[src/rtl/encoder_round_sched.sv]
// Round/stage sequencer for the encoder: fires each sub-unit controller in order through its
// start/ready handshake, NROUNDS times, with a per-stage watchdog that reports hung units.
module encoder_round_sched #(
  parameter int NSTAGES = 4,
  parameter int NROUNDS = 24,
  parameter int ROUND_W = 5,
  parameter int TMO_W   = 8,
  localparam int STAGE_W = (NSTAGES > 1) ? $clog2(NSTAGES) : 1
) (
  input  logic               clk,
  input  logic               rst,
  input  logic               start,
  input  logic [NSTAGES-1:0] stage_ready,
  output logic [NSTAGES-1:0] stage_start,
  output logic [ROUND_W-1:0] round,
  output logic [STAGE_W-1:0] stage,
  output logic               ready,
  output logic               busy,
  output logic               done,
  output logic               err
);

  typedef enum logic [2:0] {
    S_IDLE  = 3'd0,
    S_ISSUE = 3'd1,
    S_ARM   = 3'd2,
    S_WAIT  = 3'd3,
    S_NEXT  = 3'd4
  } state_t;

  localparam logic [STAGE_W-1:0] LAST_STAGE = STAGE_W'(NSTAGES - 1);
  localparam logic [ROUND_W-1:0] LAST_ROUND = ROUND_W'(NROUNDS - 1);
  // Last count before the watchdog reaches all-ones; the ARM->WAIT step may land on all-ones.
  localparam logic [TMO_W-1:0]   TMO_LAST   = {{(TMO_W-1){1'b1}}, 1'b0};

  state_t             state_q, state_d;
  logic [ROUND_W-1:0] round_q, round_d;
  logic [STAGE_W-1:0] stage_q, stage_d;
  logic [TMO_W-1:0]   tmo_q, tmo_d;
  logic               err_q, err_d;
  logic               sel_ready_s;
  logic               tmo_hit_s;

  always_ff @(posedge clk) begin
    if (!rst) begin
      state_q <= S_IDLE;
      round_q <= '0;
      stage_q <= '0;
      tmo_q   <= '0;
      err_q   <= 1'b0;
    end else begin
      state_q <= state_d;
      round_q <= round_d;
      stage_q <= stage_d;
      tmo_q   <= tmo_d;
      err_q   <= err_d;
    end
  end

  always_comb begin
    sel_ready_s = 1'b0;
    for (int i = 0; i < NSTAGES; i++) begin
      if (stage_q == STAGE_W'(i)) begin
        sel_ready_s = stage_ready[i];
      end else begin
        sel_ready_s = sel_ready_s;
      end
    end
  end

  assign tmo_hit_s = (tmo_q >= TMO_LAST);

  always_comb begin
    state_d = state_q;
    round_d = round_q;
    stage_d = stage_q;
    tmo_d   = tmo_q;
    err_d   = err_q;
    case (state_q)
      S_IDLE: begin
        if (start) begin
          state_d = S_ISSUE;
          round_d = '0;
          stage_d = '0;
          err_d   = 1'b0;
        end else begin
          state_d = S_IDLE;
        end
      end
      S_ISSUE: begin
        tmo_d   = '0;
        state_d = S_ARM;
      end
      // A ready that never drops is not completion: only the watchdog leaves ARM then.
      S_ARM: begin
        if (!sel_ready_s) begin
          state_d = S_WAIT;
          tmo_d   = tmo_q + TMO_W'(1);
        end else if (tmo_hit_s) begin
          err_d   = 1'b1;
          state_d = S_IDLE;
        end else begin
          tmo_d   = tmo_q + TMO_W'(1);
        end
      end
      S_WAIT: begin
        if (sel_ready_s) begin
          state_d = S_NEXT;
        end else if (tmo_hit_s) begin
          err_d   = 1'b1;
          state_d = S_IDLE;
        end else begin
          tmo_d   = tmo_q + TMO_W'(1);
        end
      end
      S_NEXT: begin
        if (stage_q != LAST_STAGE) begin
          stage_d = stage_q + STAGE_W'(1);
          state_d = S_ISSUE;
        end else if (round_q != LAST_ROUND) begin
          stage_d = '0;
          round_d = round_q + ROUND_W'(1);
          state_d = S_ISSUE;
        end else begin
          state_d = S_IDLE;
        end
      end
      default: begin
        state_d = S_IDLE;
      end
    endcase
  end

  always_comb begin
    stage_start = '0;
    for (int i = 0; i < NSTAGES; i++) begin
      if ((state_q == S_ISSUE) && (stage_q == STAGE_W'(i))) begin
        stage_start[i] = 1'b1;
      end else begin
        stage_start[i] = 1'b0;
      end
    end
    ready = (state_q == S_IDLE);
    busy  = (state_q == S_ISSUE) || (state_q == S_ARM) ||
            (state_q == S_WAIT)  || (state_q == S_NEXT);
    done  = (state_q == S_NEXT) && (stage_q == LAST_STAGE) && (round_q == LAST_ROUND);
    round = round_q;
    stage = stage_q;
    err   = err_q;
  end

endmodule

[config.mk]
export PLATFORM = sky130hd
export DESIGN_NAME = encoder_round_sched
export DESIGN_NICKNAME = d
export VERILOG_FILES = /design/src/rtl/encoder_round_sched.sv
export SDC_FILE = /design/constraint.sdc
export NUM_CORES = 1
export LEC_CHECK = 0
export ABC_CLOCK_PERIOD_IN_PS = 5400
export BUFFER_PORTS_ARGS = -buffer_cell sky130_fd_sc_hd__clkbuf_2
export CAP_MARGIN = 25
export CELL_PAD_IN_SITES_DETAIL_PLACEMENT = 1
export CELL_PAD_IN_SITES_GLOBAL_PLACEMENT = 2
export CORE_MARGIN = 4
export CORE_UTILIZATION = 34
export CTS_CLUSTER_DIAMETER = 100
export DETAILED_ROUTE_END_ITERATION = 16
export PLACE_DENSITY = 0.87
export SETUP_SLACK_MARGIN = 0.2
export SLEW_MARGIN = 10
export SYNTH_ARGS = -nofsm -noshare
export SYNTH_HDL_FRONTEND = slang
export SYNTH_SLANG_ARGS = --single-unit
[constraint.sdc]
create_clock -name clk -period 5.4 [get_ports clk]
set_clock_uncertainty 0.15 [all_clocks]
set_input_delay 0.54 -clock clk [delete_from_list [all_inputs] [get_ports clk]]
set_output_delay 0.54 -clock clk [all_outputs]
set_load 0.02 [all_outputs]
# Word level (Yosys, flattened, before mapping)
# Cells that the tools add are included.
# Widths: inputs -> output; s select.
[classes]
n_addsub = 3
order_cmp = 1
eq_ne = 16
mux = 32
reduce_logical = 18
[op_table]
columns = ["operator", "n"]
rows = [
  ["$mux 8", 3],
  ["$pmux 8 s3", 1],
  ["$mux 1", 15],
  ["$mux 5", 3],
  ["$pmux 3 s5", 1],
  ["$ne 2x2->1 const B", 6],
  ["$pmux 5 s2", 1],
  ["$mux 3", 3],
  ["$add 8x1->8 const B", 1],
  ["$ge 8x8->1 const B", 1],
  ["$reduce_and 4->1", 2],
  ["$eq 3x2->1 const B", 2],
  ["$logic_and 1x1->1", 6],
  ["$mux 2", 3],
  ["$reduce_bool 3->1", 2],
  ["$add 5x1->5 const B", 1],
  ["$eq 5x5->1 const B", 1],
  ["$ne 5x5->1 const B", 1],
  ["$eq 2x2->1 const B", 2],
  ["$pmux 2 s2", 1],
  ["$eq 3x1->1 const B", 1],
  ["$eq 3x3->1 const B", 1],
  ["$logic_not 3->1", 1],
  ["$logic_or 1x1->1", 3],
  ["8 further kinds", 8],
]
[totals]
register_bits = 19
input_bits = 7
out_inout_bits = 15
elab_cells = 75

# Depth between registers and ports, before layout
[logic_depth]
ltp_word = 7
ltp_mapped = 8

# Least setup slack after synthesis
# Ideal clock, no wire load.
[synth_timing]
path_type = "register to register"
from = "register stage_q[0] (netlist: stage[0])"
to = "register tmo_q[2]"
setup_ns = 0.117
arrival_ns = 1.865
t_required_ns = 5.133
setup_slack_ns = 3.268
stages_incl_launch_ff = 8
synth_period_minus_slack_ns = 2.132
cell_sequence = "dfxtp_1 inv_1 ha_1 a211oi_2 a211oi_4 o21ai_0 o21ai_0 a22o_1"
[synth_between]
elab_chain_len = 7
[synth_lines]
columns = ["element", "line", "rtl"]
rows = [
  ["start: declaration", "38", "logic [STAGE_W-1:0] stage_q, stage_d;"],
  ["start signal: assignment", "54", "stage_q <= stage_d;"],
  ["$logic_not 2->1", "63", "if (stage_q == STAGE_W'(i)) begin"],
  ["$mux 1 (3 in series)", "63", ""],
  ["$mux 1 *", "63", ""],
  ["$mux 8 or $ne 2x2->1 (tied branches)", "--", ""],
  ["$pmux 8 s3 or $reduce_and 2->1 (tied branches)", "--", ""],
  ["end signal: assignment", "55", "tmo_q <= tmo_d;"],
  ["end: declaration", "39", "logic [TMO_W-1:0] tmo_q, tmo_d;"],
]
# Every way passes the cells marked *; elsewhere a longest branch is shown, timed or not.
# A chain may end at the register's enable or synchronous reset.

# Worst setup path in the final report
[layout_timing]
from = "register state_q[0]"
to = "output port done"
[layout_between]
elab_chain_len = 3
[layout_lines]
columns = ["element", "line", "rtl"]
rows = [
  ["start: declaration", "36", "state_t state_q, state_d;"],
  ["start signal: assignment", "52", "state_q <= state_d;"],
  ["$eq 3x3->1", "146", "done = (state_q == S_NEXT) && (stage_q == LAST_STAGE) && (round_q == LAST_ROUND);"],
  ["$logic_and 1x1->1 (2 in series)", "146", ""],
  ["end: declaration", "19", "output logic done,"],
]
# No other way between the ends.

==> reports/summary.log <==
qor: synth.ys.warnings.count 0
qor: grt.grt.total_usage 15.6%
qor: drt.finalWirelength 3050 microns
qor: clock_tree.cts_htree_levels 1
qor: hold_path.hold_start err
qor: job.max_cap_violation_count 0
qor: grt.largest_net_degree_at_the_start_of_global_routing 15
qor: timing.relative_slew_margins 54.3%
qor: die.core 0.00336 sq mm
qor: placed_design.dpl.cell_count 208
qor: synth.postSynthCellCount 144
qor: drt.drt-wirelength-per-cell 14.4 microns
qor: die.design.portCount 22
qor: clock_tree.cts.repair.resized 0
qor: placed_design.io_buffer_count 21
qor: layout.drive_above_1_share 19.9%
qor: power_and_ir_drop.power.leakage 0.000579 uW
qor: clock_tree.numClockSinks 19
qor: critical_path.r2r_slack 3.01 ns
qor: power_and_ir_drop.peakVddDrop 0.0876 mV
qor: synth.ys_types 43
qor: critical_path.critPathLaunch state_q[0]
qor: hold_path.min_delay_worst_endpoint err
qor: synth.ys_seq_elements 19
qor: outcome.status complete, no violations
qor: grt.overflow 0
qor: critical_path.worst-endpoint-arrival 1.91 ns
qor: critical_path.ff2ff_path_depth 7
qor: die.die_area 0.00451 sq mm
qor: layout.nNetsFinal 181
qor: placed_design.hpwl_detailed 2390 microns
qor: die.die-width 67.2 microns
qor: synth.synthesis.nets 158
qor: timing.final.min_clock_period 2.60 ns
qor: synth.synth-seq-area-share 32.0%
qor: die.standard_cell_row_count 21
qor: critical_path.worst-path-max-fanout 14
qor: clock_tree.clock_latency 0.31 ns
qor: clock_tree.cts-root-buf clkbuf_4
qor: timing.final_setup_viols 0
qor: drt.remaining_drc_errors 0
qor: layout.flow.area_growth_from_synthesis 14.3%
qor: die.dieHeight 67.2 microns
qor: timing.clock.fmax 385 MHz
qor: critical_path.crit_path_start_kind flop
qor: drt.drt.antenna.violating_nets 0
qor: layout.antenna_cells 0
qor: die.floorplan.initialDensity 35.4%
qor: placed_design.place_congestion 0.769
qor: hold_path.min_path_type flop to flop
qor: clock_tree.number_of_cts_inserted_buffers 3
qor: critical_path.regToRegStartpoint stage[0]
qor: grt.antenna_found_initial 0
qor: synth.syn_area_per_cell 8.26 sq um
qor: clock_tree.clkSlewWorstSetupHoldPaths 0.11 ns
qor: synth.dominantRegCellSynth dfxtp_1
qor: timing.timing_hold_violations_final 0
qor: drt.dr.first_iter.drc_count 29
qor: grt.grt_first_pass_wirelength 5310 microns
qor: layout.finish.cell_count_without_fillers 212
qor: clock_tree.total_of_hold_buffers_inserted_after_clock_tree_synthesis 0
qor: synth.synth_enable_flop_cells 0
qor: drt.detailedRoute.firstPassIterationCount 4
qor: clock_tree.postCtsSetupBuffers 0
qor: synth.async_sr_flop_fraction 0%
qor: timing.report.final.slew_viol_count 0
qor: grt.number_of_global_route_vias_before_repair 1113
qor: critical_path.critical_path.reg2reg.endpoint tmo_q[4]
qor: timing.fin_tns_setup 0 ns
qor: power_and_ir_drop.power_density 219 mW/mm^2
qor: drt.num_vias 1127
qor: hold_path.hold_depth 2
qor: timing.fin_hold_ws 0.333 ns
qor: critical_path.critical_path_class flop to primary output
qor: drt.vias_per_cell 5.32
qor: clock_tree.cts_tree built
qor: clock_tree.clk_path_buf_depth 2
qor: timing.max_slew.worst_pin.slew 0.683 ns
qor: timing.grt_setup_unrepaired no
qor: timing.final.period_utilization 48.1%
qor: critical_path.critical_path_required 4.71 ns
qor: synth.syn-cell-area 0.00119 sq mm
qor: layout.final_util 40.4%
qor: critical_path.cp-end-kind primary output
[cell usage in the layout (no fill, tap or decap), types with 2 or more instances in the layout]
master / netlist / routed
nor3_1: 2 / 2
or3_1: 2 / 2
a21o_1: 4 / 4
inv_1: 10 / 10
nand3_1: 10 / 10
xnor2_1: 2 / 2
and2_1: 4 / 4
o21ai_0: 8 / 8
o21ai_1: 2 / 2
and3_1: 3 / 3
nand3b_1: 2 / 2
a21oi_1: 7 / 7
clkbuf_4: 0 / 3
a22o_1: 4 / 4
nand4_1: 3 / 3
nand2_1: 13 / 13
xor2_1: 3 / 3
o21a_1: 2 / 2
dfxtp_1: 19 / 19
clkbuf_2: 0 / 21
ha_1: 7 / 7
nor2_1: 13 / 13
[routing by layer]
layer | track usage (%) | wire length [microns] | vias up
li1 | - | - | 558
met3 | 2.66 | 94 | 5
met1 | 21.2 | 1510 | 545
met4 | 6.08 | 55 | 0
met2 | 24.4 | 1390 | 19
met5 | 0 | 0 | -
[kinds of logic (layout without fill, tap and decap cells)]
kind of cell,after synthesis,in the layout,share of synthesized area (%)
AOI/OAI and AO/OA,40,40,25.2
xor gates and xnor gates,5,5,3.68
adders and majority gates,7,7,7.36
buffers and inverters,13,35,4.73
DFF,19,19,32.0
and+or+nand+nor,60,60,27.0
[stage by stage]
stage,instance area [sq um],power [uW],setup slack [ns]
2_1_floorplan,1190,206,3.27
3_3_place_gp,1330,222,3.18
3_5_place_dp,1330,225,3.02
4_1_cts,1360,302,2.78
5_1_grt,1360,317,2.65
6_report,1360,298,2.80
[layout make-up]
class / instances / area [sq um]
fillers: 449 / 2000
flip-flops and latches: 19 / 380
repair buffers: 21 / 105
inverters: 10 / 37.5
clock buffers: 4 / 26.3
well taps: 46 / 57.6
multi-input cells: 112 / 753
[how the worst max path moves through the flow]
stage | slack, ns | to
final | 2.80 | done
after detailed placement | 3.02 | tmo_q[4]
after global routing | 2.65 | done
after CTS | 2.78 | done
after floorplan | 3.27 | tmo_q[2]
after global placement | 3.18 | tmo_q[5]
[worst max-delay path, cell delays in order (launching register included)]
cell      delay, ns
dfxtp_1        0.47
nor2_1         0.60
nand2_1        0.21
nor2_1         0.14
clkbuf_2       0.17
[Yosys cell counts, drive strengths merged, types with 2 or more instances]
cell type | count | share of area, %
a211oi | 2 | 2.7
a21o | 4 | 2.5
a21oi | 8 | 3.7
a22o | 4 | 2.9
and2 | 4 | 2.1
and3 | 4 | 2.5
clkbuf | 2 | 0.63
dfxtp | 19 | 32
ha | 7 | 7.4
inv | 10 | 3.2
nand2 | 13 | 4.1
nand3 | 10 | 4.2
nand3b | 2 | 1.3
nand4 | 3 | 1.6
nor2 | 13 | 4.1
nor3 | 3 | 1.7
o21a | 2 | 1.3
o21ai | 11 | 5.6
o22ai | 2 | 1.6
or3 | 2 | 1.1
xnor2 | 2 | 1.5
xor2 | 3 | 2.2
[report_power, final]
part           internal [uW]  total (uW)  leakage (uW)  switching, uW
Combinational           25.3        69.0      0.000411           43.7
Sequential               144         153      0.000154           8.62
Clock                   28.9        75.7     0.0000150           46.9
Total                    199         298      0.000579           99.2
[sequential cells by signal, summed over array words and instances (netlist names)]
signal,flops
err,1
state_q,3
tmo_q,8
round,5
stage,2
Note: power is estimated with default switching activity, not from simulation.
